$ cat src/rtl/wallace_tree_4_if.sv
// wallace_tree_4_if
// Bundles the operand/result signals of the 4x4 Wallace-tree multiplier.
//   A         [3:0]  unsigned multiplicand        (master -> slave)
//   B         [3:0]  unsigned multiplier          (master -> slave)
//   in_valid         A/B qualified for capture    (master -> slave)
//   M_OUT     [7:0]  registered product A*B       (slave -> master)
//   out_valid        M_OUT holds a fresh product  (slave -> master)
// The clock and reset are kept as plain ports on the multiplier itself.
interface wallace_tree_4_if;
  logic [3:0] A;
  logic [3:0] B;
  logic       in_valid;
  logic [7:0] M_OUT;
  logic       out_valid;

  modport master (
    output A,
    output B,
    output in_valid,
    input  M_OUT,
    input  out_valid
  );

  modport slave (
    input  A,
    input  B,
    input  in_valid,
    output M_OUT,
    output out_valid
  );
endinterface

$ cat src/rtl/wallace_tree_4.sv
// wallace_tree_4
// Unsigned 4x4 multiplier. The 16 partial products are reduced by a
// two-stage Wallace tree of half/full adders down to two rows, which a
// ripple-carry adder sums into the 8-bit product. The product is
// registered once, so a result appears one clock after an in_valid edge,
// with a throughput of one product per clock.
// Ports:
//   clk    single clock, rising edge
//   rst_n  asynchronous active-low reset; clears M_OUT and out_valid
//   bus    wallace_tree_4_if.slave (A, B, in_valid in; M_OUT, out_valid out)
module wallace_tree_4 (
  input  logic                   clk,
  input  logic                   rst_n,
  wallace_tree_4_if.slave        bus
);

  // Returns {carry, sum}.
  function automatic logic [1:0] ha(input logic a, input logic b);
    return {a & b, a ^ b};
  endfunction

  // Returns {carry, sum}.
  function automatic logic [1:0] fa(input logic a, input logic b, input logic c);
    return {(a & b) | (a & c) | (b & c), a ^ b ^ c};
  endfunction

  // pp[i][j] = A[j] & B[i], weight 2^(i+j)
  logic [3:0] pp [4];

  // Stage 1 adder outputs ({carry, sum}), named by column
  logic [1:0] s1_c1, s1_c2, s1_c3, s1_c4, s1_c5;
  // Stage 2 adder outputs ({carry, sum}), named by column
  logic [1:0] s2_c2, s2_c3, s2_c4, s2_c5, s2_c6;

  logic [7:0] row0;
  logic [7:0] row1;
  logic [7:0] product;
  logic [7:0] carry;

  logic [7:0] m_out_q, m_out_d;
  logic       out_valid_q, out_valid_d;

  always_comb begin
    for (int i = 0; i < 4; i++) begin
      for (int j = 0; j < 4; j++) begin
        pp[i][j] = bus.A[j] & bus.B[i];
      end
    end
  end

  // Stage 1 column heights are 1,2,3,4,3,2,1. Each column is split into
  // groups of three (full adder) and a leftover pair (half adder); a single
  // leftover bit passes through. Column 3 leaves pp[3][0] untouched.
  always_comb begin
    s1_c1 = ha(pp[0][1], pp[1][0]);
    s1_c2 = fa(pp[0][2], pp[1][1], pp[2][0]);
    s1_c3 = fa(pp[0][3], pp[1][2], pp[2][1]);
    s1_c4 = fa(pp[1][3], pp[2][2], pp[3][1]);
    s1_c5 = ha(pp[2][3], pp[3][2]);
  end

  // Stage 2 column heights are 1,1,2,3,2,2,2. Column 3 is the only one still
  // above two; the same grouping rule is applied to every column of height
  // two or more, which leaves every column at height two or less.
  always_comb begin
    s2_c2 = ha(s1_c2[0], s1_c1[1]);
    s2_c3 = fa(s1_c3[0], pp[3][0], s1_c2[1]);
    s2_c4 = ha(s1_c4[0], s1_c3[1]);
    s2_c5 = ha(s1_c5[0], s1_c4[1]);
    s2_c6 = ha(pp[3][3], s1_c5[1]);
  end

  // Gather the two surviving rows for the carry-propagate adder.
  always_comb begin
    row0 = {s2_c6[1], s2_c6[0], s2_c5[0], s2_c4[0], s2_c3[0], s2_c2[0],
            s1_c1[0], pp[0][0]};
    row1 = {1'b0, s2_c5[1], s2_c4[1], s2_c3[1], s2_c2[1], 3'b000};
  end

  // Ripple-carry adder. The carry out of bit 7 is never formed: the largest
  // product is 15*15 = 225, which fits in 8 bits, so it is always zero.
  always_comb begin
    logic [1:0] cs;
    product  = '0;
    carry    = '0;
    cs       = '0;
    for (int k = 0; k < 7; k++) begin
      cs           = fa(row0[k], row1[k], carry[k]);
      product[k]   = cs[0];
      carry[k+1]   = cs[1];
    end
    product[7] = row0[7] ^ row1[7] ^ carry[7];
  end

  // Capture a product only on qualified edges; otherwise hold the last
  // product and drop out_valid so downstream sees it is not new.
  always_comb begin
    m_out_d     = m_out_q;
    out_valid_d = 1'b0;
    if (bus.in_valid) begin
      m_out_d     = product;
      out_valid_d = 1'b1;
    end
  end

  always_ff @(posedge clk or negedge rst_n) begin
    if (!rst_n) begin
      m_out_q     <= 8'd0;
      out_valid_q <= 1'b0;
    end else begin
      m_out_q     <= m_out_d;
      out_valid_q <= out_valid_d;
    end
  end

  assign bus.M_OUT     = m_out_q;
  assign bus.out_valid = out_valid_q;

endmodule

$ cat src/flat_wrapper.sv
// flat-port wrapper written by rule: the top's interface ports become plain ports
module wallace_tree_4_flat 
  (clk, rst_n, bus_A, bus_B, bus_in_valid, bus_M_OUT, bus_out_valid);
  wallace_tree_4_if bus_i ();
  input  logic clk;
  input  logic rst_n;
  input wire logic [$bits(bus_i.A)-1:0] bus_A;
  input wire logic [$bits(bus_i.B)-1:0] bus_B;
  input wire logic [$bits(bus_i.in_valid)-1:0] bus_in_valid;
  output wire logic [$bits(bus_i.M_OUT)-1:0] bus_M_OUT;
  output wire logic [$bits(bus_i.out_valid)-1:0] bus_out_valid;
  assign bus_i.A = bus_A;
  assign bus_i.B = bus_B;
  assign bus_i.in_valid = bus_in_valid;
  assign bus_M_OUT = bus_i.M_OUT;
  assign bus_out_valid = bus_i.out_valid;
  wallace_tree_4 u_core (.clk(clk), .rst_n(rst_n), .bus(bus_i));
endmodule
$ cat config.mk
export PLATFORM = sky130hd
export DESIGN_NAME = wallace_tree_4_flat
export DESIGN_NICKNAME = d
export VERILOG_FILES = /design/src/rtl/wallace_tree_4_if.sv /design/src/rtl/wallace_tree_4.sv /design/src/flat_wrapper.sv
export SDC_FILE = /design/constraint.sdc
export NUM_CORES = 1
export LEC_CHECK = 0
export BUFFER_PORTS_ARGS = -buffer_cell sky130_fd_sc_hd__buf_2
export CAP_MARGIN = 20
export CORE_MARGIN = 4
export CORE_UTILIZATION = 51
export CTS_BUF_LIST = sky130_fd_sc_hd__clkbuf_2 sky130_fd_sc_hd__clkbuf_4 sky130_fd_sc_hd__clkbuf_8
export DETAILED_ROUTE_END_ITERATION = 8
export HOLD_SLACK_MARGIN = 0.05
export PLACE_DENSITY = 0.75
export RECOVER_POWER = 100
export SLEW_MARGIN = 25
export SYNTH_ARGS = -nofsm -noshare
export SYNTH_HDL_FRONTEND = slang
export SYNTH_SLANG_ARGS = --single-unit
$ cat constraint.sdc
create_clock -name clk -period 1.9 [get_ports clk]
set_input_delay 0.095 -clock clk [delete_from_list [all_inputs] [get_ports clk]]
set_output_delay 0.095 -clock clk [all_outputs]
set_load 0.02 [all_outputs]
==> summary.txt <==
Hold path
  • Hold_sp: bus_in_valid
  • Worst Hold Class: in2reg
  • Hold Path Sink: u_core.bus.out_valid
  • Hold depth: 1

Yosys
  • Largest family of logic cells by synthesized area: adder cells
  • Synth area leader: dfrtp_1
  • Register bit count reported by yosys: 9
  • XOR/XNOR Fraction of Synth Area: 1.23%
  • Post-synthesis mux area share: between 10% and 20%
  • Post-Synth Simple-Gate Area: 13.5%
  • Number of synthesis warnings: 0
  • Area share of fa/ha/maj cells after synthesis: 31.9%
  • Synth top area cells: dfrtp_1 (32%), fa_1 (20%), and2_1 (12%), ha_1 (12%), mux2_4 (11%)
  • Net Count, Synth: 86
  • Mapped Cells: 61
  • Avg Cell Area, Syn: 11.7 µm²
  • Post-synthesis compound-gate area fraction: 0.701%
  • Yosys top cell area share: about a third
  • Seq/Total Area, Yosys: a little under a third
  • Mapped Area: 714 µm²
  • Yosys cell types: 12

Timing
  • FMAX: 373 MHz
  • Slew HR: 70.3%
  • Worst Tran Pin Value: ~450 ps
  • Fin Setup TNS: -2060 ps
  • Final Cycle Share: 141%
  • Final hold vios: 0
  • Count of final setup violators: 4
  • Layout Skew: 0 ps
  • Slew Limit Fails: 0
  • Hold slack final: 91.8 ps
  • Final worst setup slack: -778 ps
  • Tmin final: 2680 ps
  • RSZ-0062 raised after global routing: yes

Power
  • Reg power frac: 36.8%
  • VDD IR max: 0.509 mV
  • Logic pwr share: 38.9%
  • Leakage: between 0.4 and 0.5 nW
  • Sw Ratio: around 34%
  • Cell Pwr Density: 714 nW/µm²
  • Int Power: 0.449 mW
  • Clock Power Share: 24.3%
  • P_sw: 0.235 mW

Floorplanning
  • Core Region: 1320 µm²
  • Die area: 2060 µm²
  • Number of top-level pins: 20
  • Die Wd: 45.4 µm
  • Row count: 13
  • Vert. Die Dim: 45.4 µm
  • Starting Density: 54.2%

Place
  • Dpl hpwl: 1070 µm
  • Place WS: -1110 ps
  • Placed Cells: 102
  • Port bufs: 19
  • Global placer's final weighted congestion: approximately 0.69

Route
  • Routed wire per std cell: 11.9 µm
  • Final WL: 1280 µm
  • Vias: just over 500
  • Pre-antenna DRT Iters: 2
  • Vias per inst: 4.69
  • Post-DRT Antenna Nets: 0
  • Initial DRC Count: 4
  • Post-route DRC: 0

Global routing
  • Grt total ovfl: 0
  • Initial antenna violation count: 0
  • Global-route wire length before repair: 2200 µm
  • Largest net degree at the start of global routing: 11
  • GRT Overall Usage: approximately 16%
  • Vias in the first global route: 503

Setup path
  • RR Startpoint: u_core.bus.M_OUT[3]
  • CP cell instances: buf_6 > and2_4 > fa_1 > inv_1 > fa_1 > inv_2 > ha_4 > fa_2 > inv_2 > fa_2 > fa_2 > xnor2_1 > mux2_4
  • Setup CP Type: in2reg
  • Crit-path most repeated cell: fa_2
  • Crit-path slowest cell: fa_1
  • Worst-path maximum fanout: 2
  • Critical path buffers and inverters: 4
  • Worst EP arrival: 2830 ps
  • Crit path capture type: flop
  • Family with the most delay on the worst path: adder cells
  • CP peak stage delay: 520 ps
  • Reg2Reg Depth: 1
  • Critical Path Start Type: input pin
  • Flop2flop setup slack: 1140 ps
  • Worst flop-to-flop path endpoint: u_core.bus.M_OUT[3]
  • WP data required: 2050 ps

Cells and area
  • Most frequent cells in the layout: and2_1 (10), clkbuf_1 (10), inv_1 (9), buf_4 (9), dfrtp_1 (9)
  • Register area: 225 µm²
  • Synth-to-layout area growth: 34.2%
  • Final #Nets: about 120
  • Finished Layout Cells: 108
  • Ant. Diodes: 0
  • Share of cells above drive strength 1: 39.8%
  • Area occupied by multi-input gates: about 460 µm²
  • Fill cells: 98

Clock network
  • Clk Latency, worst-skew pair: 260 ps
  • Clock slew at reported path FFs: 60 ps
  • Root Buffer Master: clkbuf_4
  • H-tree depth: 1
  • CTS Buf Count: 3
  • TritonCTS clock tree: yes
  • CTS Buffer Depth: 2
  • Sink Count: 9

Outcome
  • Failing checks: setup timing
  • Status: finished with violations

Flow run
  • Max-Cap Viols: 0
==> logic make-up (layout without fill, tap and decap cells) <==
logic type                 Yosys count  in the layout
and+or+nand+nor                     16             16
adders and majority gates           14             14
buffers and inverters               13             45
DFF                                  9              9
muxes                                7              7
AOI/OAI and AO/OA                    1              1
xor gates and xnor gates             1              1
==> final cells by class <==
type,instances,area share (%)
Sequential cell,9,23.5
Multi-Input combinational cell,39,48.0
Inverter,12,4.70
Tap cell,15,1.96
Clock buffer,4,3.13
Timing Repair Buffer,29,18.7
==> stage by stage <==
step                      utilization (%)  power, mW  area [µm²]
after floorplan                         -      0.430         734
after global placement               68.1      0.519         897
after detailed placement             68.1      0.527         897
after CTS                            73.7      0.706         971
after global routing                 72.7      0.738         958
final                                72.7      0.685         958
==> timing repair <==
action / 4_1_cts / 5_1_grt
cloned: 0 / 0
hold endpoints to repair: 9 / 0
pin swaps: 1 / 0
endpoints found under the setup margin: 4 / 4
buffers inserted: 1 / 0
gates resized for setup: 8 / 0
hold buffers: 1 / 0
==> worst max-delay path by stage <==
stage / start / cells after the start / end / slack [ps]
3_3_place_gp: bus_A[3] / 13 / u_core.bus.M_OUT[7] / -1070
5_1_grt: bus_A[3] / 13 / u_core.bus.M_OUT[7] / -810
4_1_cts: bus_A[3] / 13 / u_core.bus.M_OUT[7] / -780
3_5_place_dp: bus_A[2] / 13 / u_core.bus.M_OUT[7] / -1110
2_1_floorplan: bus_A[3] / 12 / u_core.bus.M_OUT[7] / -920
6_report: bus_A[3] / 13 / u_core.bus.M_OUT[7] / -780
==> synth_stat cells <==
cell     number
and2_1       14
buf_6         1
dfrtp_1       9
fa_1          7
ha_1          7
inv_1        12
mux2_4        5
mux2i_1       2
nand2_1       1
nand3_1       1
o21ai_0       1
xnor2_1       1
==> state kept, by name, summed over array words and instances, names as in the netlist <==
register and count:
u_core.bus.M_OUT 8, u_core.bus.out_valid 1
==> per-layer routing <==
layer	part of all wire, %	track usage, %	wire length [µm]
met3	5.0	7.11	64
met5	0	0	0
met4	0.94	5.26	12
met1	43	19.6	556
met2	51	24.0	649
==> power by group through the flow <==
stage	Combinational (mW)	Clock (mW)	Sequential, mW
2_1_floorplan	0.126	0	0.304
3_3_place_gp	0.265	0	0.254
3_5_place_dp	0.272	0	0.255
4_1_cts	0.285	0.170	0.251
5_1_grt	0.298	0.183	0.257
6_report	0.267	0.166	0.252
No activity file was read; power rests on OpenSTA's default activity.
